`src/rtl/bp_me_wormhole_lce_cmd_receiver_pkg.sv`:
```
// Shared types and configuration for the wormhole LCE command receiver:
// processor config lookup, LCE command / wormhole packet layouts, and the
// receiver FSM state encoding.
package bp_me_wormhole_lce_cmd_receiver_pkg;

  typedef enum logic [0:0] {
    e_bp_inv_cfg = 1'b0
  } bp_params_e;

  localparam int unsigned coh_noc_flit_width_p = 64;
  localparam int unsigned coh_noc_len_width_p  = 4;
  localparam int unsigned coh_noc_cord_width_p = 6;
  localparam int unsigned coh_noc_cid_width_p  = 2;

  localparam int unsigned lce_cmd_data_width_lp = 512;
  localparam int unsigned lce_cmd_addr_width_lp = 22;
  localparam int unsigned lce_id_width_lp       = 3;

  typedef struct packed {
    int unsigned flit_width;
    int unsigned len_width;
    int unsigned cord_width;
    int unsigned cid_width;
  } bp_proc_param_s;

  function automatic bp_proc_param_s bp_proc_param(bp_params_e p);
    bp_proc_param_s c;
    c.flit_width = coh_noc_flit_width_p;
    c.len_width  = coh_noc_len_width_p;
    c.cord_width = coh_noc_cord_width_p;
    c.cid_width  = coh_noc_cid_width_p;
    case (p)
      e_bp_inv_cfg: c.flit_width = coh_noc_flit_width_p;
      default:      c.flit_width = coh_noc_flit_width_p;
    endcase
    return c;
  endfunction

  function automatic int unsigned cdiv(int unsigned a, int unsigned b);
    return (a + b - 1) / b;
  endfunction

  function automatic int unsigned bsg_wormhole_concentrator_packet_width
    (int unsigned cord_w, int unsigned len_w, int unsigned cid_w, int unsigned payload_w);
    return cord_w + len_w + cid_w + payload_w;
  endfunction

  typedef enum logic [3:0] {
    e_lce_cmd_sync           = 4'd0,
    e_lce_cmd_set_clear      = 4'd1,
    e_lce_cmd_transfer       = 4'd2,
    e_lce_cmd_set_tag        = 4'd3,
    e_lce_cmd_set_tag_wakeup = 4'd4,
    e_lce_cmd_inv            = 4'd5,
    e_lce_cmd_data           = 4'd6,
    e_lce_cmd_uc_data        = 4'd7,
    e_lce_cmd_uc_st_done     = 4'd8
  } bp_lce_cmd_type_e;

  typedef enum logic [2:0] {
    e_mem_msg_size_1  = 3'd0,
    e_mem_msg_size_2  = 3'd1,
    e_mem_msg_size_4  = 3'd2,
    e_mem_msg_size_8  = 3'd3,
    e_mem_msg_size_16 = 3'd4,
    e_mem_msg_size_32 = 3'd5,
    e_mem_msg_size_64 = 3'd6
  } bp_mem_msg_size_e;

  typedef struct packed {
    logic [lce_cmd_addr_width_lp-1:0] addr;
    logic [lce_id_width_lp-1:0]       dst_id;
    bp_mem_msg_size_e                 size;
    bp_lce_cmd_type_e                 msg_type;
  } bp_lce_cmd_header_s;

  typedef struct packed {
    logic [lce_cmd_data_width_lp-1:0] data;
    bp_lce_cmd_header_s               header;
  } bp_lce_cmd_s;

  localparam int unsigned lce_cmd_width_lp = $bits(bp_lce_cmd_s);

  // Wormhole concentrator packet: routing fields in the low bits, payload above.
  typedef struct packed {
    bp_lce_cmd_s                     payload;
    logic [coh_noc_cid_width_p-1:0]  cid;
    logic [coh_noc_len_width_p-1:0]  len;
    logic [coh_noc_cord_width_p-1:0] cord;
  } bp_lce_cmd_packet_s;

  typedef enum logic [1:0] {
    e_rx_idle = 2'd0,
    e_rx_body = 2'd1,
    e_rx_full = 2'd2
  } bp_wh_rx_state_e;

endpackage

```
`src/rtl/bp_me_wormhole_lce_cmd_receiver_if.sv`:
```
// Link-side flit handshake and consumer-side command handshake of the receiver.
interface bp_me_wormhole_lce_cmd_receiver_if;
  import bp_me_wormhole_lce_cmd_receiver_pkg::*;

  logic [coh_noc_flit_width_p-1:0] link_data_i;
  logic                            link_v_i;
  logic                            link_ready_o;
  bp_lce_cmd_s                     lce_cmd_o;
  logic                            lce_cmd_v_o;
  logic                            lce_cmd_yumi_i;

  modport slave (
    input  link_data_i, link_v_i, lce_cmd_yumi_i,
    output link_ready_o, lce_cmd_o, lce_cmd_v_o
  );

  modport master (
    output link_data_i, link_v_i, lce_cmd_yumi_i,
    input  link_ready_o, lce_cmd_o, lce_cmd_v_o
  );
endinterface

```
`src/rtl/bsg_counter_clear_up.sv`:
```
// Up counter with synchronous clear; clear and up together load 1.
module bsg_counter_clear_up #(
  parameter  int unsigned max_val_p  = 16,
  parameter  int unsigned init_val_p = 0,
  localparam int unsigned width_lp   = $clog2(max_val_p + 1)
) (
  input  logic                clk_i,
  input  logic                reset_n_i,
  input  logic                clear_i,
  input  logic                up_i,
  output logic [width_lp-1:0] count_o
);

  logic [width_lp-1:0] r_count;

  // Count register: async reset to the initial value.
  always_ff @(posedge clk_i or negedge reset_n_i) begin
    if (!reset_n_i)
      r_count <= width_lp'(init_val_p);
    else if (clear_i)
      r_count <= width_lp'(up_i);
    else if (up_i)
      r_count <= r_count + width_lp'(1);
  end

  assign count_o = r_count;

endmodule

```
`src/rtl/bp_me_wormhole_lce_cmd_receiver.sv`:
```
// Reassembles wormhole flits into one LCE command. The header flit carries
// the flit count (len); flits past the buffer capacity are consumed but
// dropped, and the finished command is held until the consumer takes it.
module bp_me_wormhole_lce_cmd_receiver
  import bp_me_wormhole_lce_cmd_receiver_pkg::*;
#(
  parameter bp_params_e bp_params_p = e_bp_inv_cfg
) (
  input  logic                                  clk_i,
  input  logic                                  reset_n_i,
  bp_me_wormhole_lce_cmd_receiver_if.slave      lce_if
);

  localparam bp_proc_param_s cfg_lp          = bp_proc_param(bp_params_p);
  localparam int unsigned    flit_width_lp   = cfg_lp.flit_width;
  localparam int unsigned    len_width_lp    = cfg_lp.len_width;
  localparam int unsigned    cord_width_lp   = cfg_lp.cord_width;
  localparam int unsigned    cid_width_lp    = cfg_lp.cid_width;
  localparam int unsigned    packet_width_lp =
    bsg_wormhole_concentrator_packet_width(cord_width_lp, len_width_lp, cid_width_lp, lce_cmd_width_lp);
  localparam int unsigned    max_flits_lp    = cdiv(packet_width_lp, flit_width_lp);
  localparam int unsigned    buf_width_lp    = max_flits_lp * flit_width_lp;
  localparam int unsigned    cnt_width_lp    = len_width_lp + 1;

  bp_wh_rx_state_e           r_state, w_state_next;
  logic [len_width_lp-1:0]   r_len;
  logic [len_width_lp-1:0]   w_flit_len;
  logic [cnt_width_lp-1:0]   w_count;
  logic [buf_width_lp-1:0]   r_buf;
  bp_lce_cmd_packet_s        w_packet;
  logic                      w_ready, w_v, w_clear, w_up, w_accept;
  logic                      w_unused;

  assign w_flit_len = lce_if.link_data_i[cord_width_lp +: len_width_lp];
  assign w_accept   = lce_if.link_v_i & w_ready;

  // Flit index within the current packet; the extra bit keeps len = all-ones from wrapping.
  bsg_counter_clear_up #(
    .max_val_p (2 ** len_width_lp),
    .init_val_p(0)
  ) u_flit_cnt (
    .clk_i    (clk_i),
    .reset_n_i(reset_n_i),
    .clear_i  (w_clear),
    .up_i     (w_up),
    .count_o  (w_count)
  );

  // State register.
  always_ff @(posedge clk_i or negedge reset_n_i) begin
    if (!reset_n_i) r_state <= e_rx_idle;
    else            r_state <= w_state_next;
  end

  // Next state, handshakes and counter control.
  always_comb begin
    w_state_next = r_state;
    w_ready      = 1'b0;
    w_v          = 1'b0;
    w_clear      = 1'b0;
    w_up         = 1'b0;
    case (r_state)
      e_rx_idle: begin
        w_ready = 1'b1;
        if (lce_if.link_v_i) begin
          w_clear      = 1'b1;
          w_up         = 1'b1;
          w_state_next = (w_flit_len == '0) ? e_rx_full : e_rx_body;
        end
      end
      e_rx_body: begin
        w_ready = 1'b1;
        if (lce_if.link_v_i) begin
          w_up = 1'b1;
          if (w_count == {1'b0, r_len}) w_state_next = e_rx_full;
        end
      end
      e_rx_full: begin
        w_v = 1'b1;
        if (lce_if.lce_cmd_yumi_i) w_state_next = e_rx_idle;
      end
      default: w_state_next = e_rx_idle;
    endcase
  end

  // Packet length latched from the header flit.
  always_ff @(posedge clk_i or negedge reset_n_i) begin
    if (!reset_n_i)   r_len <= '0;
    else if (w_clear) r_len <= w_flit_len;
  end

  // Packet buffer: zeroed by the header so short packets read zero-padded;
  // body flits past the last slice fall through the loop and are dropped.
  always_ff @(posedge clk_i) begin
    if (w_accept) begin
      if (r_state == e_rx_idle) begin
        r_buf                      <= '0;
        r_buf[flit_width_lp-1:0]   <= lce_if.link_data_i;
      end else begin
        for (int unsigned i = 1; i < max_flits_lp; i++) begin
          if (w_count == cnt_width_lp'(i))
            r_buf[i*flit_width_lp +: flit_width_lp] <= lce_if.link_data_i;
        end
      end
    end
  end

  assign w_packet            = r_buf[packet_width_lp-1:0];
  assign lce_if.lce_cmd_o    = w_packet.payload;
  assign lce_if.lce_cmd_v_o  = w_v;
  assign lce_if.link_ready_o = w_ready;

  assign w_unused = ^{r_buf[buf_width_lp-1:packet_width_lp], w_packet.cord, w_packet.len, w_packet.cid};

endmodule
```
`src/flat_wrapper.sv`:
```
// flat-port wrapper written by rule: the top's interface ports become plain ports
module bp_me_wormhole_lce_cmd_receiver_flat import bp_me_wormhole_lce_cmd_receiver_pkg::*;
#(
  parameter bp_params_e bp_params_p = e_bp_inv_cfg
)
  (clk_i, reset_n_i, lce_if_link_data_i, lce_if_link_v_i, lce_if_lce_cmd_yumi_i, lce_if_link_ready_o, lce_if_lce_cmd_o, lce_if_lce_cmd_v_o);
  bp_me_wormhole_lce_cmd_receiver_if lce_if_i ();
  input  logic clk_i;
  input  logic reset_n_i;
  input wire logic [$bits(lce_if_i.link_data_i)-1:0] lce_if_link_data_i;
  input wire logic [$bits(lce_if_i.link_v_i)-1:0] lce_if_link_v_i;
  input wire logic [$bits(lce_if_i.lce_cmd_yumi_i)-1:0] lce_if_lce_cmd_yumi_i;
  output wire logic [$bits(lce_if_i.link_ready_o)-1:0] lce_if_link_ready_o;
  output wire logic [$bits(lce_if_i.lce_cmd_o)-1:0] lce_if_lce_cmd_o;
  output wire logic [$bits(lce_if_i.lce_cmd_v_o)-1:0] lce_if_lce_cmd_v_o;
  assign lce_if_i.link_data_i = lce_if_link_data_i;
  assign lce_if_i.link_v_i = lce_if_link_v_i;
  assign lce_if_i.lce_cmd_yumi_i = lce_if_lce_cmd_yumi_i;
  assign lce_if_link_ready_o = lce_if_i.link_ready_o;
  assign lce_if_lce_cmd_o = lce_if_i.lce_cmd_o;
  assign lce_if_lce_cmd_v_o = lce_if_i.lce_cmd_v_o;
  bp_me_wormhole_lce_cmd_receiver #(.bp_params_p(bp_params_p)) u_core (.clk_i(clk_i), .reset_n_i(reset_n_i), .lce_if(lce_if_i));
endmodule
```
`config.mk`:
```
export PLATFORM = sky130hd
export DESIGN_NAME = bp_me_wormhole_lce_cmd_receiver_flat
export DESIGN_NICKNAME = d
export VERILOG_FILES = /design/src/rtl/bp_me_wormhole_lce_cmd_receiver_pkg.sv /design/src/rtl/bp_me_wormhole_lce_cmd_receiver_if.sv /design/src/rtl/bsg_counter_clear_up.sv /design/src/rtl/bp_me_wormhole_lce_cmd_receiver.sv /design/src/flat_wrapper.sv
export SDC_FILE = /design/constraint.sdc
export NUM_CORES = 1
export LEC_CHECK = 0
export BUFFER_PORTS_ARGS = -buffer_cell sky130_fd_sc_hd__buf_2
export CORE_AREA = 2 2 242 244
export DETAILED_ROUTE_END_ITERATION = 7
export DIE_AREA = 0 0 244 246
export PLACE_DENSITY = 0.58
export SYNTH_ARGS = -nofsm -noshare
export SYNTH_HDL_FRONTEND = slang
export SYNTH_HIERARCHICAL = 1
export SYNTH_SLANG_ARGS = --single-unit
```
`constraint.sdc`:
```
create_clock -name clk_i -period 4.9 [get_ports clk_i]
set_clock_uncertainty 0.05 [all_clocks]
set_input_delay 0.245 -clock clk_i [delete_from_list [all_inputs] [get_ports clk_i]]
set_output_delay 0.245 -clock clk_i [all_outputs]
set_load 0.005 [all_outputs]
```
Word-level counts from Yosys, hierarchy flattened
Index checks and enable logic that the tools add are counted.
- word-level logic and storage cells: 72
- bits in registers: 567
- output and inout bits: 546
- input bits: 68
- add/sub/neg operators: 1
- bitwise operators: 1
- mux-type cells: 21
- reduce and logical (&&, ||, !) cells: 22
- eq/ne operators: 15
- operator list (kind ; number):
    two-way mux 64 bit ; 7
    two-way mux 44 bit ; 1
    equality test 5 x 3 -> 1 bit, second input constant ; 4
    AND reduction 2 bit ; 9
    nonzero test 2 bit ; 9
    equality test 5 x 2 -> 1 bit, second input constant ; 2
    two-way mux 2 bit ; 5
    two-way mux 5 bit ; 2
    != test 2 bit, second input constant ; 3
    one-hot mux 2 bit (3 select lines) ; 1
    adder 5 x 1 -> 5 bit, second input constant ; 1
    equality test 5 x 1 -> 1 bit, second input constant ; 1
    equality test 5 x 4 -> 1 bit ; 1
    equality test 5 x 4 -> 1 bit, second input constant ; 1
    two-way mux 1 bit ; 5
    logical NOT 4 bit ; 1
    AND reduction 4 bit ; 1
    equality test 2 x 1 -> 1 bit, second input constant ; 1
    equality test 2 bit, second input constant ; 1
    logical NOT 2 bit ; 1
    != test 2 x 1 -> 1 bit, second input constant ; 1
    OR reduction 2 bit ; 1
    bitwise AND 1 bit ; 1

Depth between registers and ports, before layout
Gate-level depths: netlist of the first run.
- depth after elaboration: 5
- mapped depth: 6
- depth with buffers taken out: 4

Modules after synthesis
The synthesis of the first run kept the hierarchy.
- modules (own cells, without submodules) (module ; times used ; area each (um2) ; cells each ; sequential area each (um2)):
    bp_me_wormhole_lce_cmd_receiver ; 1 ; 17229.0 ; 671 ; 16485.8
    bsg_counter_clear_up ; 1 ; 255.2 ; 22 ; 125.1

Worst setup path after synthesis of the first run
Ideal clock, no wire load.
- path kind: register to register
- from: reg u_core.u_flit_cnt.r_count[4] (netlist: u_core/u_flit_cnt/count_o[4])
- to: reg u_core.r_buf[448] (enable)
- path slack: 281 ps
- path buffers: 0
- required time: 4343 ps
- arrival: 4062 ps
- period minus slack after synthesis: 4619 ps
- library setup time: 507 ps
- cell stages (with the launch flop): 4
- cell sequence: dfrtp_1 -> nor3b_1 -> nand3_1 -> a21oi_1
- longest elaborated chain between the ends: 3
- RTL lines (item ; RTL line ; text):
    start: declaration ; bsg_counter_clear_up.sv:14 ; logic [width_lp-1:0] r_count;
    start signal: assignment ; bsg_counter_clear_up.sv:19 ; r_count <= width_lp'(init_val_p);
    start signal: assignment ; bsg_counter_clear_up.sv:21 ; r_count <= width_lp'(up_i);
    start signal: assignment ; bsg_counter_clear_up.sv:23 ; r_count <= r_count + width_lp'(1);
    equality test 5 x 3 -> 1 bit ; bp_me_wormhole_lce_cmd_receiver.sv:101 ; if (w_count == cnt_width_lp'(i))
    nonzero test 2 bit (no line) ; - ;
    AND reduction 2 bit (no line) ; - ;
    end signal: indexed assignment ; bp_me_wormhole_lce_cmd_receiver.sv:98 ; r_buf[flit_width_lp-1:0] <= lce_if.link_data_i;
    end signal: indexed assignment ; bp_me_wormhole_lce_cmd_receiver.sv:102 ; r_buf[i*flit_width_lp +: flit_width_lp] <= lce_if.link_data_i;
    end: declaration ; bp_me_wormhole_lce_cmd_receiver.sv:29 ; logic [buf_width_lp-1:0] r_buf;
Every way passes these cells.
A chain may end at the register's enable or synchronous reset.

Final worst setup path of the first run
- from: reg u_core.r_state[1]
- to: reg u_core.r_buf[497] (enable)
- longest elaborated chain between the ends: 5
- elaborated cells between the ends (all ways): 7
- classes of those cells: 1 x eq/ne; 1 x mux; 1 x bitwise; 4 x reduce/logical
- RTL lines (item ; RTL line ; text):
    start: declaration ; bp_me_wormhole_lce_cmd_receiver.sv:25 ; bp_wh_rx_state_e r_state, w_state_next;
    start signal: assignment ; bp_me_wormhole_lce_cmd_receiver.sv:51 ; if (!reset_n_i) r_state <= e_rx_idle;
    start signal: assignment ; bp_me_wormhole_lce_cmd_receiver.sv:52 ; else r_state <= w_state_next;
    equality test 2 x 1 -> 1 bit / logical NOT 2 bit (equally long branches) ; bp_me_wormhole_lce_cmd_receiver.sv:62, bp_me_wormhole_lce_cmd_receiver.sv:96 ;
    OR reduction 2 bit (no line) ; - ;
    two-way mux 1 bit ; bp_me_wormhole_lce_cmd_receiver.sv:62 ; case (r_state)
    bitwise AND 1 bit ; bp_me_wormhole_lce_cmd_receiver.sv:35 ; assign w_accept = lce_if.link_v_i & w_ready;
    AND reduction 2 bit (no line) (*) ; - ;
Every way passes the cells marked *; elsewhere a longest branch is shown, timed or not.

==> results of run 1 <==
==> layout by cell type (no fill, tap or decap), types with 3 or more instances in the layout <==
cell type | Yosys | layout
buf_2 | 2 | 613
edfxtp_1 | 544 | 544
nor2b_1 | 68 | 68
dlygate4sd3_1 | 0 | 59
clkbuf_16 | 0 | 56
buf_4 | 1 | 16
clkinv_1 | 0 | 13
dfrtp_1 | 11 | 11
clkbuf_1 | 7 | 9
bufinv_16 | 0 | 8
a21oi_4 | 0 | 8
nand2_1 | 7 | 7
clkinv_2 | 0 | 6
nor2_1 | 7 | 6
clkinvlp_4 | 0 | 5
mux2_1 | 5 | 5
xor2_1 | 4 | 4
inv_6 | 0 | 3
nor3_1 | 3 | 3
nand3_1 | 3 | 3
==> through the flow <==
| step | instances | hold slack [ns] | cell area, um^2 | util | worst slack [ns] |
|---|---|---|---|---|---|
| after global placement | 2077 | 0.0850 | 21700 | 0.378 | 2.01 |
| after global routing | 2238 | 0.0526 | 24100 | 0.421 | 1.85 |
| final | 2238 | 0.0759 | 24100 | 0.421 | 1.97 |
| after CTS | 2238 | 0.0138 | 24100 | 0.421 | 1.91 |
| after detailed placement | 2077 | 0.0902 | 21700 | 0.378 | 1.92 |
| after floorplan | 693 | -0.101 | 17500 | - | 0.281 |
==> power breakdown <==
| part | total [W] | switching, W | internal [W] | leakage (nW) |
|---|---|---|---|---|
| Clock | 0.00426 | 0.00174 | 0.00252 | 0.885 |
| Combinational | 0.00295 | 0.00203 | 0.000912 | 3.11 |
| Sequential | 0.00736 | 0.000391 | 0.00697 | 5.20 |
==> cells in the mapped netlist (3+ instances only) <==
cell	n	area share
clkbuf_1	7	0.0015
mux2_1	5	0.0032
nor3_1	3	0.00086
nand2_1	7	0.0015
edfxtp_1	544	0.93
a21oi_1	10	0.0029
nor2b_1	68	0.024
nor2_1	7	0.0015
dfrtp_1	11	0.016
xor2_1	4	0.0020
nand3_1	3	0.00086
==> cells by family (layout without fill, tap and decap cells) <==
kind of cell / count (synthesis) / after routing / share of synthesized area
AO/OA/AOI/OAI: 15 / 15 / 0.00637
multiplexers: 7 / 7 / 0.00465
adder cells (fa/ha/maj): 1 / 1 / 0.000716
AND/OR/NAND/NOR: 96 / 96 / 0.0323
flip-flops: 555 / 555 / 0.950
buffers and inverters: 14 / 794 / 0.00336
XOR/XNOR: 5 / 5 / 0.00250
==> path summary, 6_finish.rpt <==
check,end,start,slack [ns],cells past startpoint
worst max-delay path,u_core/r_buf[497],u_core/r_state[1],1.97,4
worst min-delay path,u_core/r_buf[513],lce_if_link_data_i[1],0.08,2
worst max register to register,u_core/r_buf[497],u_core/r_state[1],1.97,4
worst min register to register,u_core/r_len[0],u_core/r_len[0],0.47,1
max in group asynchronous,u_core/u_flit_cnt/count_o[3],reset_n_i,3.72,3
min in group asynchronous,u_core/u_flit_cnt/count_o[1],reset_n_i,0.70,3
==> metal layers <==
layer / part of all wire / up-vias / global-route usage / wire length [um]
li1: - / 4203 / - / -
met1: 0.38 / 4868 / 0.183 / 18900
met2: 0.52 / 511 / 0.283 / 26000
met3: 0.087 / 86 / 0.0502 / 4400
met4: 0.022 / 8 / 0.0448 / 1100
met5: 0.00081 / - / 0 / 41
==> area by class of cell <==
class                   instances  area (um^2)
clock inverters                37          410
clock buffers                  65         1440
flip-flops and latches        555        16600
well taps                     765          957
repair buffers                689         3800
multi-input cells             124          915
inverters                       3         11.3
fillers                      5093        33200
==> sequential cells by signal, indices dropped and copies added, names as in the netlist <==
name,count
u_core/r_state,2
u_core/u_flit_cnt/count_o,5
u_core/r_len,4
u_core/r_buf,544
==> run_results.csv, run 1 <==
group,metric,value,unit
detailed_routing,ant_nets,0,
cells_and_area,area_delta_synth_final,38.1,%
timing,hold_violations,0,
timing,slew_viol_final,0,
pwr,p_per_area,603,nW/um^2
cts,worstSkewPairLatency,0.58,ns
critical_path,worstPathMaxFanout,37,
flow_run,cap_violations,0,
timing,final-setup-viol-count,0,
cts,cts_root_buf,"clkbuf_16",
cts,cts_buffers,55,
global_route,grt_pass1_vias,10100,
critical_path,start_kind,"flop",
timing,fin_setup_tns,0,ns
cts,cts-hold-fix-buffers,59,
detailed_routing,post_drt_wl_per_cell,22.5,um
detailed_routing,vias,9676,
synthesis,yosysSeqAreaShare,0.950,
critical_path,slowest_stage,"nand2b_1",
placed_design,dpl.hpwl,33.8,mm
floorplanning,die_area,60000,um^2
cells_and_area,antenna_cells,0,
critical_path,crit_arrival,3.09,ns
floorplanning,dieWidth,244,um
pwr,p_total,0.0146,W
floorplanning,fp.dieH,246,um
critical_path,critPathRequiredTime,5.07,ns
synthesis,syn_inst,693,
pwr,ir_worst_vdd,0.344,mV
cts,cts_setup_buffers,0,
floorplanning,start_util,0.305,
timing,relSlewSlack,0.234,
timing,tightest_slew,1.15,ns
critical_path,crit_path_end_kind,"flop",
detailed_routing,viasPerCell,4.32,
run_status,status,"completed",
detailed_routing,finalWirelength,50.4,mm
global_route,overflow,0,
cts,path_clk_slew,0.06,ns
cells_and_area,final_nets,1497,
global_route,grt_use_total,0.159,
placed_design,io_buffers,613,
synthesis,synth-edff-count,544,
synthesis,yosys_register_bits,555,
synthesis,avgSynthCellArea,25.2,um^2
timing,fin_crit,2.93,ns
synthesis,synth_area,17500,um^2
detailed_routing,drc,0,
cts,cts_sinks,555,
synthesis,yosysWarningCount,6,
global_route,antenna_found_initial,4,
timing,clock.fmax,0.342,GHz
synthesis,synthDistinctLibCells,31,
detailed_routing,drtIter0Drc,568,
floorplanning,ios,614,
critical_path,critPathBufInv,2,
floorplanning,core,57400,um^2
critical_path,cp_common_cell,"buf_4",
cells_and_area,layout-drive-gt1-share,0.493,
critical_path,crit_family,"buffers and inverters",
floorplanning,placementRows,88,
pwr,power.leakage,9.20,nW
cts,cts_resized,0,
global_route,grt_max_degree,64,
critical_path,cp_cell_sequence,"nand2b_1 > a21oi_4 > buf_4 > buf_4",
worst_hold_path,hp-class,"in2reg",
global_route,grt_pass1_wl,69.0,mm
critical_path,slowest_delay,0.62,ns
detailed_routing,first_pass_iters,4,
timing,fin_crit_sh,0.598,
synthesis,synth_flop_cell,"edfxtp_1",
placed_design,gp_congestion,0.853,
timing,rsz0062_at_grt,"no",
cts,clockBufferDepth,3,
critical_path,crit_type,"reg2reg",
cts,h-tree-depth,2,
cts,tritoncts,"built",
synthesis,async_flop_share,0.0198,
synthesis,syn-num-nets,762,
No activity file was read; power rests on OpenSTA's default activity.
==> inputs of run 2 (changes only) <==
Settings changed: ABC_AREA set to 1, CORE_AREA 2 2 242 244 to 2 2 236 238, DIE_AREA 0 0 244 246 to 0 0 238 240, PLACE_DENSITY 0.58 to 0.62.
Clock period 4.9 ns to 2.5 ns, I/O delays scaled along.
==> run 2 against run 1 <==
- cell count increased by 2.5%
- wire length increased by 2.1%
- fmax increased by 41%
- clock power increased by 99%
- final area increased by 3.5%
- first-iteration DRC count increased by 26%
- critical endpoint is now u_core/r_buf[401]
- critical path depth increased by 1
- sequential share of layout area decreased by 2.3 points
- sequential power increased by 120%
==> run_results.csv, run 2 <==
group,metric,value,unit
run_status,status,"completed",
timing,final-setup-viol-count,0,
cells_and_area,final_nets,1615,
floorplanning,placementRows,86,
synthesis,synth.area.top_cells,"edfxtp_1 90%, nor2_4 3.7%, inv_1 1.6%, dfrtp_1 1.5%, nand2_1 0.70%",
detailed_routing,drc,0,
timing,fin_setup_tns,0,ns
critical_path,worstPathMaxFanout,64,
global_route,busiest_layer,"met2",
cells_and_area,area_delta_synth_final,37.6,%
cells_and_area,final_common_cell,"buf_2",
synthesis,synth_area,18100,um^2
global_route,grt_pass1_wl,69.8,mm
timing,fin_crit,2.08,ns
synthesis,synth_flop_cell,"edfxtp_1",
timing,tightest_slew,0.601,ns
pwr,p_total,0.0333,W
cts,h-tree-depth,2,
synthesis,avgSynthCellArea,23.0,um^2
timing,hold_violations,0,
global_route,grt_use_total,0.170,
timing,slew_viol_final,0,
synthesis,yosysSeqAreaShare,0.915,
cts,cts_root_buf,"clkbuf_16",
cts,clockBufferDepth,3,
synthesis,synthTopCellsByCount,"544 x edfxtp_1, 77 x inv_1, 60 x nor2_4, 34 x nand2_1, 18 x nor2_1",
cts,cts_sinks,555,
timing,setup_ws,0.419,ns
synthesis,synth-edff-count,544,
cells_and_area,antenna_cells,0,
synthesis,yosysWarningCount,6,
detailed_routing,ant_nets,0,
cells_and_area,fillerInstances,4743,
timing,relSlewSlack,0.598,
cells_and_area,largest_register_ffs,544,
synthesis,synthMostInstantiatedCell,"edfxtp_1",
critical_path,crit_arrival,2.24,ns
cts,cts_setup_buffers,0,
detailed_routing,vias,10200,
cells_and_area,layout-drive-gt1-share,0.504,
critical_path,crit_type,"reg2reg",
flow_run,cap_violations,0,
critical_path,crit_path_end_kind,"flop",
floorplanning,start_util,0.332,
cells_and_area,final_cell_mix,"613 x buf_2, 544 x edfxtp_1, 77 x inv_1",
global_route,grt_max_degree,65,
placed_design,io_buffers,613,
detailed_routing,first_pass_iters,4,
pwr,power.leakage,10.1,nW
cts,cts_resized,0,
detailed_routing,post_drt_wl_per_cell,22.4,um
timing,fin_crit_sh,0.832,
synthesis,async_flop_share,0.0198,
timing,hold_ws,0.162,ns
cells_and_area,top_register,"u_core/r_buf",
detailed_routing,finalWirelength,51.5,mm
cts,cts-hold-fix-buffers,68,
floorplanning,core,54700,um^2
global_route,use_met2,0.294,
synthesis,yosysTopAreaCell,"edfxtp_1",
timing,clock.fmax,0.481,GHz
global_route,grt_pass1_vias,10200,
synthesis,yosys_register_bits,555,
synthesis,synthDistinctLibCells,25,
floorplanning,dieWidth,238,um
pwr,ir_worst_vdd,0.890,mV
synthesis,netlist.area_leader.share,0.900,
global_route,grt_util_met3,0.0524,
placed_design,dpl.hpwl,34.0,mm
cts,cts_buffers,55,
timing,rsz0062_at_grt,"no",
pwr,p_per_area,1330,nW/um^2
cts,tritoncts,"built",
detailed_routing,drtIter0Drc,715,
synthesis,syn_inst,790,
global_route,met1_usage,0.204,
global_route,antenna_found_initial,0,
placed_design,gp_congestion,0.795,
cts,worstSkewPairLatency,0.57,ns
cts,path_clk_slew,0.06,ns
floorplanning,ios,614,
placed_design,pre_cts_ws,0.455,ns
cells_and_area,finish.utilization,0.457,
floorplanning,fp.dieH,240,um
global_route,overflow,0,
floorplanning,die_area,57100,um^2
critical_path,critPathRequiredTime,2.66,ns
synthesis,syn-num-nets,859,
critical_path,start_kind,"flop",
worst_hold_path,hp-class,"in2reg",
cells_and_area,regArea,16600,um^2
cells_and_area,multi_input_area,1160,um^2
detailed_routing,viasPerCell,4.43,
run 2: report_power, final:
| part | leakage, nW | switching [W] | internal [W] |
|---|---|---|---|
| Clock | 0.926 | 0.00341 | 0.00508 |
| Sequential | 5.39 | 0.00103 | 0.0149 |
| Combinational | 3.75 | 0.00593 | 0.00289 |
run 2: layout make-up:
class                      instances  area share
clock inverter                    36      0.0175
tap                              704      0.0353
clock buffer                      66      0.0580
multi-input combinational        148      0.0463
inverter                          81      0.0126
timing repair buffer             705       0.165
sequential                       555       0.665
run 2: critical path, stage by stage, from the launching register on:
cell and delay, ns:
dfrtp_1 0.44, inv_1 0.08, nor3_1 0.37, nand3_1 0.21, nand2_4 0.11, buf_12 0.38
run 2: cell families (layout without fill, tap and decap cells):
family	Yosys count	count (layout)	share of synthesized area
AND/OR/NAND/NOR	135	135	0.0562
adder cells (fa/ha/maj)	1	1	0.000689
XOR/XNOR	2	2	0.000965
buffers and inverters	87	888	0.0239
flip-flops	555	555	0.915
AO/OA/AOI/OAI	10	10	0.00283
run 2: worst paths after layout:
| check | from | slack, ns | cells past startpoint | endpoint |
|---|---|---|---|---|
| max in group asynchronous | reset_n_i | 1.46 | 3 | u_core/r_len[0] |
| setup / recovery | u_core/u_flit_cnt/count_o[2] | 0.42 | 5 | u_core/r_buf[401] |
| min in group asynchronous | reset_n_i | 0.57 | 3 | u_core/r_state[1] |
| hold reg to reg | u_core/r_len[0] | 0.47 | 2 | u_core/r_len[0] |
| hold / removal | lce_if_link_v_i | 0.16 | 5 | u_core/r_state[0] |
| setup reg to reg | u_core/u_flit_cnt/count_o[2] | 0.42 | 5 | u_core/r_buf[401] |
run 2: routing by layer:
layer,part of all wire,vias to the layer above
met1,0.38,5133
met4,0.024,0
met5,0,-
met3,0.083,74
met2,0.51,492
li1,-,4474
run 2: stage by stage:
| step | instances | cell area, um^2 |
|---|---|---|
| 6_report | 2295 | 25000 |
| 5_1_grt | 2295 | 25000 |
| 4_1_cts | 2295 | 25000 |
| 3_5_place_dp | 2125 | 22400 |
| 3_3_place_gp | 2125 | 22400 |
| 2_1_floorplan | 790 | 18200 |
